===== config.mk =====
export PLATFORM = sky130hd
export DESIGN_NAME = rx_packet_ddr_writer_flat
export DESIGN_NICKNAME = d
export VERILOG_FILES = /design/src/rtl/rx_packet_ddr_writer_if.sv /design/src/rtl/rx_packet_ddr_writer.sv /design/src/flat_wrapper.sv
export SDC_FILE = /design/constraint.sdc
export NUM_CORES = 1
export LEC_CHECK = 0
export CAP_MARGIN = 20
export CORE_MARGIN = 1.5
export CORE_UTILIZATION = 50
export CTS_CLUSTER_DIAMETER = 120
export DETAILED_ROUTE_END_ITERATION = 8
export PLACE_DENSITY_LB_ADDON = 0.25
export SYNTH_ARGS = -nofsm -noshare
export SYNTH_HDL_FRONTEND = slang
export SYNTH_SLANG_ARGS = --single-unit

===== constraint.sdc =====
create_clock -name clk_original -period 4.9 [get_ports clk_original]
set_input_delay 0.98 -clock clk_original [delete_from_list [all_inputs] [get_ports clk_original]]
set_output_delay 0.98 -clock clk_original [all_outputs]
set_load 0.005 [all_outputs]

===== src/rtl/rx_packet_ddr_writer_if.sv =====
`default_nettype none
// ==== rx_packet_ddr_writer_if : TSE RX byte stream + DDR RAM write port bundle ====
// ==== Rev 1.0                                                                  ====
interface rx_packet_ddr_writer_if #(
  parameter int ADDR_W = 25
) ();

  logic [7:0]        ff_rx_data;
  logic              ff_rx_sop;
  logic              ff_rx_eop;
  logic              ff_rx_dval;
  logic              ff_rx_err;
  logic              ff_rx_rdy;

  logic [ADDR_W-1:0] ram_address;
  logic [255:0]      ram_data_write;
  logic              ram_wren;
  logic              ram_ready;

  // master: the packet writer (sinks the RX stream, drives the RAM write port)
  modport master (
    input  ff_rx_data,
    input  ff_rx_sop,
    input  ff_rx_eop,
    input  ff_rx_dval,
    input  ff_rx_err,
    output ff_rx_rdy,
    output ram_address,
    output ram_data_write,
    output ram_wren,
    input  ram_ready
  );

  modport slave (
    output ff_rx_data,
    output ff_rx_sop,
    output ff_rx_eop,
    output ff_rx_dval,
    output ff_rx_err,
    input  ff_rx_rdy,
    input  ram_address,
    input  ram_data_write,
    input  ram_wren,
    output ram_ready
  );

endinterface
`default_nettype wire


===== src/rtl/rx_packet_ddr_writer.sv =====
`default_nettype none
// ==== rx_packet_ddr_writer : packs RX bytes into 256-bit DDR words, then writes a length header ====
// ==== Rev 1.0 ; optional macro RX_CRC_STRIP_EN (length excludes the 4 FCS bytes)                 ====
module rx_packet_ddr_writer #(
  parameter int MAX_PKT_BYTES = 1536,
  parameter int ADDR_W        = 25
) (
  input  wire logic              clk_original,
  input  wire logic              rst_n,
  input  wire logic [ADDR_W-1:0] start_ram_addr,
  rx_packet_ddr_writer_if.master bus,
  output logic                   pkt_done,
  output logic [10:0]            pkt_len,
  output logic                   pkt_dropped,
  output logic                   busy
);

  localparam int c_CNT_W = 11;

  typedef enum logic [2:0] {
    S_IDLE    = 3'd0,
    S_CAPTURE = 3'd1,
    S_FLUSH   = 3'd2,
    S_HEADER  = 3'd3,
    S_DONE    = 3'd4
  } state_t;

  state_t              r_state, w_state_n;
  logic                r_up;
  logic [ADDR_W-1:0]   r_base, w_base_n;
  logic [c_CNT_W-1:0]  r_count, w_count_n;
  logic [255:0]        r_stage, w_stage_n;
  logic                r_ovf, w_ovf_n;
  logic                r_after_hdr, w_after_hdr_n;
  logic                r_after_drop, w_after_drop_n;
  logic [10:0]         r_len, w_len_n;
  logic [10:0]         r_pkt_len, w_pkt_len_n;
  logic                r_wren, w_wren_n;
  logic [ADDR_W-1:0]   r_addr, w_addr_n;
  logic [255:0]        r_wdata, w_wdata_n;
  logic                r_done, w_done_n;
  logic                r_drop, w_drop_n;

  logic                w_rdy;
  logic                w_accept;
  logic                w_restart;
  logic [c_CNT_W-1:0]  w_idx;
  logic [c_CNT_W-1:0]  w_cnt;
  logic [ADDR_W-1:0]   w_wbase;
  logic [7:0]          w_lane;
  logic [255:0]        w_packed;
  logic                w_full;
  logic [ADDR_W-1:0]   w_data_addr;
  logic [10:0]         w_final_len;
  logic                w_len_ok;
  logic                w_bad_end;
  logic [255:0]        w_hdr_word;
  logic                w_take;

  assign w_rdy     = r_up & ((r_state == S_IDLE) | (r_state == S_CAPTURE)) & ~r_wren;
  assign w_accept  = bus.ff_rx_dval & w_rdy;
  assign w_restart = w_accept & bus.ff_rx_sop;

  // A sop byte always restarts at byte 0 with a freshly sampled base
  assign w_idx   = w_restart ? '0 : r_count;
  assign w_cnt   = w_idx + c_CNT_W'(1);
  assign w_wbase = w_restart ? start_ram_addr : r_base;

  // Big-endian bytes within each 32-bit lane: byte b at lane b/4, bit offset (3-b%4)*8
  assign w_lane = {w_idx[4:2], ~w_idx[1:0], 3'b000};
  assign w_full = &w_idx[4:0];

  always_comb begin
    w_packed = w_restart ? '0 : r_stage;
    w_packed[w_lane +: 8] = bus.ff_rx_data;
  end

  assign w_data_addr = w_wbase + ADDR_W'(w_idx[c_CNT_W-1:5]) + ADDR_W'(1);
  assign w_hdr_word  = {245'b0, r_len};

`ifdef RX_CRC_STRIP_EN
  assign w_final_len = w_cnt - 11'd4;
  assign w_len_ok    = (w_cnt > c_CNT_W'(4));
`else
  assign w_final_len = w_cnt;
  assign w_len_ok    = 1'b1;
`endif

  assign w_bad_end = bus.ff_rx_err | ~w_len_ok;

  always_comb begin
    w_state_n      = r_state;
    w_base_n       = r_base;
    w_count_n      = r_count;
    w_stage_n      = r_stage;
    w_ovf_n        = r_ovf;
    w_after_hdr_n  = r_after_hdr;
    w_after_drop_n = r_after_drop;
    w_len_n        = r_len;
    w_pkt_len_n    = r_pkt_len;
    w_wren_n       = r_wren;
    w_addr_n       = r_addr;
    w_wdata_n      = r_wdata;
    w_done_n       = 1'b0;
    w_drop_n       = 1'b0;
    w_take         = 1'b0;

    case (r_state)
      S_IDLE: begin
        if (w_restart) w_take = 1'b1;
      end

      S_CAPTURE: begin
        if (r_wren) begin
          if (bus.ram_ready) begin
            w_wren_n = 1'b0;
            if (r_after_hdr) begin
              w_state_n = S_HEADER;
              w_wren_n  = 1'b1;
              w_addr_n  = r_base;
              w_wdata_n = w_hdr_word;
            end else if (r_after_drop) begin
              w_state_n = S_IDLE;
              w_drop_n  = 1'b1;
            end
          end
        end else if (w_accept) begin
          if (bus.ff_rx_sop) begin
            w_drop_n = 1'b1;
            w_take   = 1'b1;
          end else if (r_ovf || (r_count == c_CNT_W'(MAX_PKT_BYTES))) begin
            // Oversized: swallow the rest of the packet without storing it
            w_ovf_n = 1'b1;
            if (bus.ff_rx_eop) begin
              w_drop_n  = 1'b1;
              w_state_n = S_IDLE;
            end
          end else begin
            w_take = 1'b1;
          end
        end
      end

      S_FLUSH: begin
        if (r_wren && bus.ram_ready) begin
          w_state_n = S_HEADER;
          w_addr_n  = r_base;
          w_wdata_n = w_hdr_word;
        end
      end

      S_HEADER: begin
        if (r_wren && bus.ram_ready) begin
          w_wren_n    = 1'b0;
          w_state_n   = S_DONE;
          w_done_n    = 1'b1;
          w_pkt_len_n = r_len;
        end
      end

      S_DONE: begin
        w_state_n = S_IDLE;
      end

      default: begin
        w_state_n = S_IDLE;
      end
    endcase

    if (w_take) begin
      w_base_n       = w_wbase;
      w_count_n      = w_cnt;
      w_ovf_n        = 1'b0;
      w_after_hdr_n  = 1'b0;
      w_after_drop_n = 1'b0;
      w_state_n      = S_CAPTURE;
      if (bus.ff_rx_eop) w_len_n = w_final_len;
      if (w_full) begin
        // A completed word is always written, even when the packet ends badly
        w_wren_n  = 1'b1;
        w_addr_n  = w_data_addr;
        w_wdata_n = w_packed;
        w_stage_n = '0;
        if (bus.ff_rx_eop) begin
          w_after_drop_n = w_bad_end;
          w_after_hdr_n  = ~w_bad_end;
        end
      end else begin
        w_stage_n = w_packed;
        if (bus.ff_rx_eop) begin
          if (w_bad_end) begin
            w_drop_n  = 1'b1;
            w_state_n = S_IDLE;
          end else begin
            w_state_n = S_FLUSH;
            w_wren_n  = 1'b1;
            w_addr_n  = w_data_addr;
            w_wdata_n = w_packed;
          end
        end
      end
    end
  end

  always_ff @(posedge clk_original) begin
    if (!rst_n) begin
      r_state      <= S_IDLE;
      r_up         <= 1'b0;
      r_base       <= '0;
      r_count      <= '0;
      r_stage      <= '0;
      r_ovf        <= 1'b0;
      r_after_hdr  <= 1'b0;
      r_after_drop <= 1'b0;
      r_len        <= '0;
      r_pkt_len    <= '0;
      r_wren       <= 1'b0;
      r_addr       <= '0;
      r_wdata      <= '0;
      r_done       <= 1'b0;
      r_drop       <= 1'b0;
    end else begin
      r_state      <= w_state_n;
      r_up         <= 1'b1;
      r_base       <= w_base_n;
      r_count      <= w_count_n;
      r_stage      <= w_stage_n;
      r_ovf        <= w_ovf_n;
      r_after_hdr  <= w_after_hdr_n;
      r_after_drop <= w_after_drop_n;
      r_len        <= w_len_n;
      r_pkt_len    <= w_pkt_len_n;
      r_wren       <= w_wren_n;
      r_addr       <= w_addr_n;
      r_wdata      <= w_wdata_n;
      r_done       <= w_done_n;
      r_drop       <= w_drop_n;
    end
  end

  assign bus.ff_rx_rdy      = w_rdy;
  assign bus.ram_wren       = r_wren;
  assign bus.ram_address    = r_addr;
  assign bus.ram_data_write = r_wdata;
  assign pkt_done           = r_done;
  assign pkt_len            = r_pkt_len;
  assign pkt_dropped        = r_drop;
  assign busy               = (r_state != S_IDLE);

endmodule
`default_nettype wire


===== src/flat_wrapper.sv =====
// flat-port wrapper written by rule: the top's interface ports become plain ports
module rx_packet_ddr_writer_flat 
#(
  parameter int MAX_PKT_BYTES = 1536,
  parameter int ADDR_W        = 25
)
  (clk_original, rst_n, start_ram_addr, pkt_done, pkt_len, pkt_dropped, busy, bus_ff_rx_data, bus_ff_rx_sop, bus_ff_rx_eop, bus_ff_rx_dval, bus_ff_rx_err, bus_ff_rx_rdy, bus_ram_address, bus_ram_data_write, bus_ram_wren, bus_ram_ready);
  rx_packet_ddr_writer_if #(.ADDR_W(ADDR_W)) bus_i ();
  input  wire logic clk_original;
  input  wire logic rst_n;
  input  wire logic [ADDR_W-1:0] start_ram_addr;
  output logic pkt_done;
  output logic [10:0] pkt_len;
  output logic pkt_dropped;
  output logic busy;
  input wire logic [$bits(bus_i.ff_rx_data)-1:0] bus_ff_rx_data;
  input wire logic [$bits(bus_i.ff_rx_sop)-1:0] bus_ff_rx_sop;
  input wire logic [$bits(bus_i.ff_rx_eop)-1:0] bus_ff_rx_eop;
  input wire logic [$bits(bus_i.ff_rx_dval)-1:0] bus_ff_rx_dval;
  input wire logic [$bits(bus_i.ff_rx_err)-1:0] bus_ff_rx_err;
  output wire logic [$bits(bus_i.ff_rx_rdy)-1:0] bus_ff_rx_rdy;
  output wire logic [$bits(bus_i.ram_address)-1:0] bus_ram_address;
  output wire logic [$bits(bus_i.ram_data_write)-1:0] bus_ram_data_write;
  output wire logic [$bits(bus_i.ram_wren)-1:0] bus_ram_wren;
  input wire logic [$bits(bus_i.ram_ready)-1:0] bus_ram_ready;
  assign bus_i.ff_rx_data = bus_ff_rx_data;
  assign bus_i.ff_rx_sop = bus_ff_rx_sop;
  assign bus_i.ff_rx_eop = bus_ff_rx_eop;
  assign bus_i.ff_rx_dval = bus_ff_rx_dval;
  assign bus_i.ff_rx_err = bus_ff_rx_err;
  assign bus_ff_rx_rdy = bus_i.ff_rx_rdy;
  assign bus_ram_address = bus_i.ram_address;
  assign bus_ram_data_write = bus_i.ram_data_write;
  assign bus_ram_wren = bus_i.ram_wren;
  assign bus_i.ram_ready = bus_ram_ready;
  rx_packet_ddr_writer #(.MAX_PKT_BYTES(MAX_PKT_BYTES), .ADDR_W(ADDR_W)) u_core (.clk_original(clk_original), .rst_n(rst_n), .start_ram_addr(start_ram_addr), .bus(bus_i), .pkt_done(pkt_done), .pkt_len(pkt_len), .pkt_dropped(pkt_dropped), .busy(busy));
endmodule

# Word-level counts from Yosys, hierarchy flattened
# Index checks and enable logic that the tools add are counted.
# Widths: inputs -> output; s select.
# word_totals
ff_bits	605
input_bits	40
word_cells	127
# classes
add_sub_neg	4
eq_ne	13
n_shift	2
n_mux	72
bitwise_logic	10
n_reduce_logical	11
# ops
cell	n
$mux 256	10
$pmux 256 s2	1
$bwmux 256	1
$shift 8x10->256 const A	1
$shiftx 8x10->256	1
$mux 25	9
$pmux 25 s2	1
$mux 3	13
$mux 1	32
$add 25x1->25 const B	1
$add 25x6->25	1
$ne 4x2->1 const B	3
$pmux 3 s4	1
$add 11x1->11 const B	1
$eq 11x11->1 const B	1
$mux 11	1
$neg 8->10	1
$reduce_and 5->1	2
$reduce_and 9->1	1
$eq 3x2->1 const B	2
$ne 3x1->1 const B	2
$reduce_and 2->1	3
$ne 5x3->1 const B	1
$and 1x1->1	4
other kinds (14)	18

# Longest topological paths before layout
# logic_depth
word_depth	15
depth_mapped	22

# Least setup slack after synthesis
# OpenSTA, ideal clock, no wires.
# synth_timing
path_type	input port to flip-flop
startpoint	in bus_ff_rx_dval
endpoint	reg u_core.r_wdata[80], in the netlist u_core.bus.ram_data_write[80]
setup_ns	0.059
arrival_time_ns	4.571
slack_ns	0.270
cell_stages	21
path_cell_list	and3b_1 buf_2 nand2_2 buf_2 clkbuf_1 buf_2 buf_2 nand2_1 inv_1 ha_1 buf_2 buf_1 nand3_1 nor2_1 ha_1 a21oi_1 nand2b_1 nor2_2 clkbuf_1 buf_2 a22o_1
# synth_between
elab_chain_cells	11
word_cells_on_any_way	18
# synth_lines
item	line_no	rtl
start: declaration	flat_wrapper.sv:19	input wire logic [$bits(bus_i.ff_rx_dval)-1:0] bus_ff_rx_dval;
$and 1x1->1 *	rx_packet_ddr_writer.sv:61	assign w_accept = bus.ff_rx_dval & w_rdy;
$and 1x1->1	rx_packet_ddr_writer.sv:62	assign w_restart = w_accept & bus.ff_rx_sop;
$mux 11	rx_packet_ddr_writer.sv:65	assign w_idx = w_restart ? '0 : r_count;
$not 2->2	rx_packet_ddr_writer.sv:70	assign w_lane = {w_idx[4:2], ~w_idx[1:0], 3'b000};
$neg 8->10	rx_packet_ddr_writer.sv:75	w_packed[w_lane +: 8] = bus.ff_rx_data;
$shiftx 8x10->256 or $shift 8x10->256 (tied branches)	rx_packet_ddr_writer.sv:75	
$bwmux 256	rx_packet_ddr_writer.sv:75	
$mux 256	rx_packet_ddr_writer.sv:191	if (w_bad_end) begin
$mux 256	rx_packet_ddr_writer.sv:190	if (bus.ff_rx_eop) begin
$mux 256	rx_packet_ddr_writer.sv:178	if (w_full) begin
$mux 256 *	rx_packet_ddr_writer.sv:170	if (w_take) begin
end signal: assignment	rx_packet_ddr_writer.sv:235	r_wdata <= w_wdata_n;
end: declaration	rx_packet_ddr_writer.sv:40	logic [255:0] r_wdata, w_wdata_n;
# Every way passes the cells marked *; elsewhere a longest branch is shown, timed or not.
# A chain may end at the register's enable or synchronous reset.

# Final worst setup path
# layout_timing
startpoint	in bus_ff_rx_dval
endpoint	reg u_core.r_wdata[226], in the netlist u_core.bus.ram_data_write[226]
# The elaborated chain is that of the path after synthesis.

==> impl_metrics.tcl <==
set metrics [dict create \
    layout-drive-gt1-share_pct 8.58 \
    cts_hold_buf 0 \
    worst_pin_slew_ps 1020 \
    status "finished, final reports clean" \
    routed_wl_um 79400 \
    power_mw 10.3 \
    htree_levels 2 \
    cap_violations 0 \
    synth_cells 2569 \
    yosysMostFrequentCell "dfxtp_1" \
    dr_total_vias 21800 \
    clock_skew_ps 26.4 \
    grt_use_total_pct 29.8 \
    start_util_pct 51.0 \
    cts_buffer_depth 3 \
    cts.repair.resized 0 \
    dp_cells 3415 \
    rows 81 \
    combPwrFrac_pct 6.1 \
    cts_inserted_buffers 59 \
    cts_tree "yes" \
    swShare_pct 23.4 \
    fmax_mhz 243 \
    place_ws_ps 195 \
    powerDensity_mw_per_mm2 333 \
    synth_top_area_cell "dfxtp_1" \
    antenna_found_initial 1 \
    finalSetupTns_ps 0 \
    switchingPower_mw 2.41 \
    grt_overflow 0 \
    slew_viol_final 0 \
    vias_per_cell 6.19 \
    grt_max_degree 103 \
    min_from "u_core.r_stage[129]$_SDFFE_PN0N_" \
    critical_path_required_ps 5400 \
    critPathArrivalTime_ps 4610 \
    synth_top_area_share_pct 48.2 \
    hold_class "reg2reg" \
    setup_viol_count_final 0 \
    drt_first_pass_iters 5 \
    cts.sinks 605 \
    r2r-start "u_core.r_state[2]$_SDFFE_PN0P_" \
    syn_area_per_cell_um2 9.77 \
    grt_pass1_wl_um 121000 \
    cp_max_fo 22 \
    hold_viol_final 0 \
    port_buffers 336 \
    cts-root-buf "clkbuf_16" \
    yosysWarnings 0 \
    r2r_cells 8 \
    ir_drop_mv 0.454 \
    power_leakage_nw 11.3 \
    seq_power_share_pct 48.2 \
    synth.area.top_cells "dfxtp_1, a22o_1, mux2i_1, nand2_1, o21ai_0" \
    slew_headroom_pct 31.9 \
    startpoint_type "input pin" \
    synth_cell_types 87 \
    cts.clk_slew.worst_paths_ps 60 \
    final_util_pct 62.9 \
    place_congestion 0.895 \
    drc_errors 0 \
    area_delta_synth_final_pct 23.5 \
    die_w_um 227 \
    die-height_um 227 \
    worst_slack_ps 783 \
    drtIter0Drc 2103 \
    netlist_area_mm2 0.0251 \
    io_pins 337 \
    async_reset_ff_share_pct 0 \
    core_area_mm2 0.0493 \
    internal-power_mw 7.90 \
    finalCriticalPeriod_ps 4120 \
    grt_pass1_vias 20900 \
    dp_hpwl_um 53600 \
    synth-seq-cells 605 \
    post_cts_buffers 0 \
    min_to "u_core.r_stage[129]$_SDFFE_PN0N_" \
    nets 2863 \
    finalNonFillerCells 3522 \
    min_path_cells 2 \
    dieArea_mm2 0.0516 \
    synthTopCellsByCount "dfxtp_1, a22o_1, nand2_1, mux2i_1, o21ai_0" \
    yosysSeqAreaShare_pct 48.2 \
    crit_type "in2reg" \
    reg2reg_to "u_core.r_stage[162]$_SDFFE_PN0N_" \
    rsz0062_at_grt "false" \
    crit_path_end_kind "register" \
    wl_per_cell_um 22.6 \
    ys.flop_type "dfxtp_1" \
    post-route-period-util_pct 84.0 \
    ant_nets 0 \
    fillerInstances 4034 \
    clkPwrFrac_pct 45.7 \
    postSynthNetCount 2620 \
    synth-edff-count 0 \
    insertion_delay_ps 630 \
    rrSetupSlack_ps 1110 \
]
-- stage by stage --
stage	area [um^2]	hold slack [ps]
2_1_floorplan	25100	424
3_3_place_gp	29000	434
3_5_place_dp	29000	439
4_1_cts	31000	453
5_1_grt	31000	483
6_report	31000	449
-- critical path: stages --
cell,delay (ps)
clkdlybuf4s50_1,530
and3b_1,330
nand2_8,180
nand2_1,140
inv_1,70
ha_1,240
buf_4,220
xnor2_1,190
buf_4,170
o2111ai_4,180
nor3b_1,680
nor2_1,290
a22oi_1,300
o21ai_0,110
-- kinds of logic after synthesis --
family | Yosys count | share of synthesized area, %
compound gates | 811 | 25.4
xor+xnor | 20 | 0.698
fa+ha+maj | 11 | 0.578
buf+inv | 267 | 4.98
flops | 605 | 48.2
mux | 166 | 6.70
simple gates | 689 | 13.4
-- sequential cells by signal, indices dropped and copies added (netlist names) --
signal                     cells
u_core.bus.ram_data_write    256
u_core.r_state                 3
u_core.pkt_len                11
u_core.bus.ram_address        25
u_core.r_stage               256
u_core.bus.ram_wren            1
u_core.pkt_done                1
u_core.r_base                 25
u_core.r_ovf                   1
u_core.r_len                  11
u_core.r_after_drop            1
u_core.r_up                    1
u_core.pkt_dropped             1
u_core.r_count                11
u_core.r_after_hdr             1
-- area by class of cell --
cell class	count	area (um^2)	share of cell area (%)
repair buffers	422	4120	13.3
well taps	664	831	2.68
inverters	27	101	0.327
flip-flops and latches	605	12100	39.1
clock buffers	89	1790	5.78
clock inverters	17	238	0.767
multi-input cells	1697	11800	38.1
diodes	1	2.50	0.00807
-- worst max path at each step --
stage	start	endpoint	slack, ps
after floorplan	bus_ff_rx_dval	u_core.bus.ram_data_write[80]$_SDFF_PN0_	270
after global placement	bus_ff_rx_dval	u_core.bus.ram_data_write[226]$_SDFF_PN0_	160
after detailed placement	bus_ff_rx_dval	u_core.bus.ram_data_write[226]$_SDFF_PN0_	200
after CTS	bus_ff_rx_dval	u_core.bus.ram_data_write[226]$_SDFF_PN0_	840
after global routing	bus_ff_rx_sop	u_core.bus.ram_data_write[50]$_SDFF_PN0_	560
final	bus_ff_rx_dval	u_core.bus.ram_data_write[226]$_SDFF_PN0_	780
-- power by group through the flow --
| stage | clock (mW) | sequential [mW] | combinational, mW |
|---|---|---|---|
| 2_1_floorplan | 0 | 5.06 | 0.389 |
| 3_3_place_gp | 0 | 5.08 | 0.610 |
| 3_5_place_dp | 0 | 5.08 | 0.618 |
| 4_1_cts | 4.75 | 4.97 | 0.620 |
| 5_1_grt | 4.95 | 4.97 | 0.666 |
| 6_report | 4.71 | 4.97 | 0.630 |
-- layer usage --
metal | GRT usage (%) | vias to the layer above | wire, um
met5 | 0 | - | 0
met3 | 4.03 | 125 | 5510
met1 | 41.8 | 10800 | 35200
met2 | 47.4 | 874 | 36700
li1 | - | 10000 | -
met4 | 9.44 | 0 | 1980
-- cell usage in the layout (no fill, tap or decap), types with 16 or more instances in the layout --
cell type / instances
a211oi_1: 39
a21oi_1: 67
a221o_1: 48
a22o_1: 319
a22oi_1: 34
a32o_1: 40
and2_1: 31
and3_1: 17
buf_4: 77
clkbuf_16: 60
clkbuf_8: 18
clkdlybuf4s50_1: 336
dfxtp_1: 605
inv_1: 26
mux2_2: 16
mux2i_1: 150
nand2_1: 291
nand3_1: 84
nor2_1: 109
nor2b_1: 18
nor3_1: 26
nor3b_1: 38
o21ai_0: 127
o2bb2ai_1: 32
o31ai_1: 20
No activity file was read; power rests on OpenSTA's default activity.
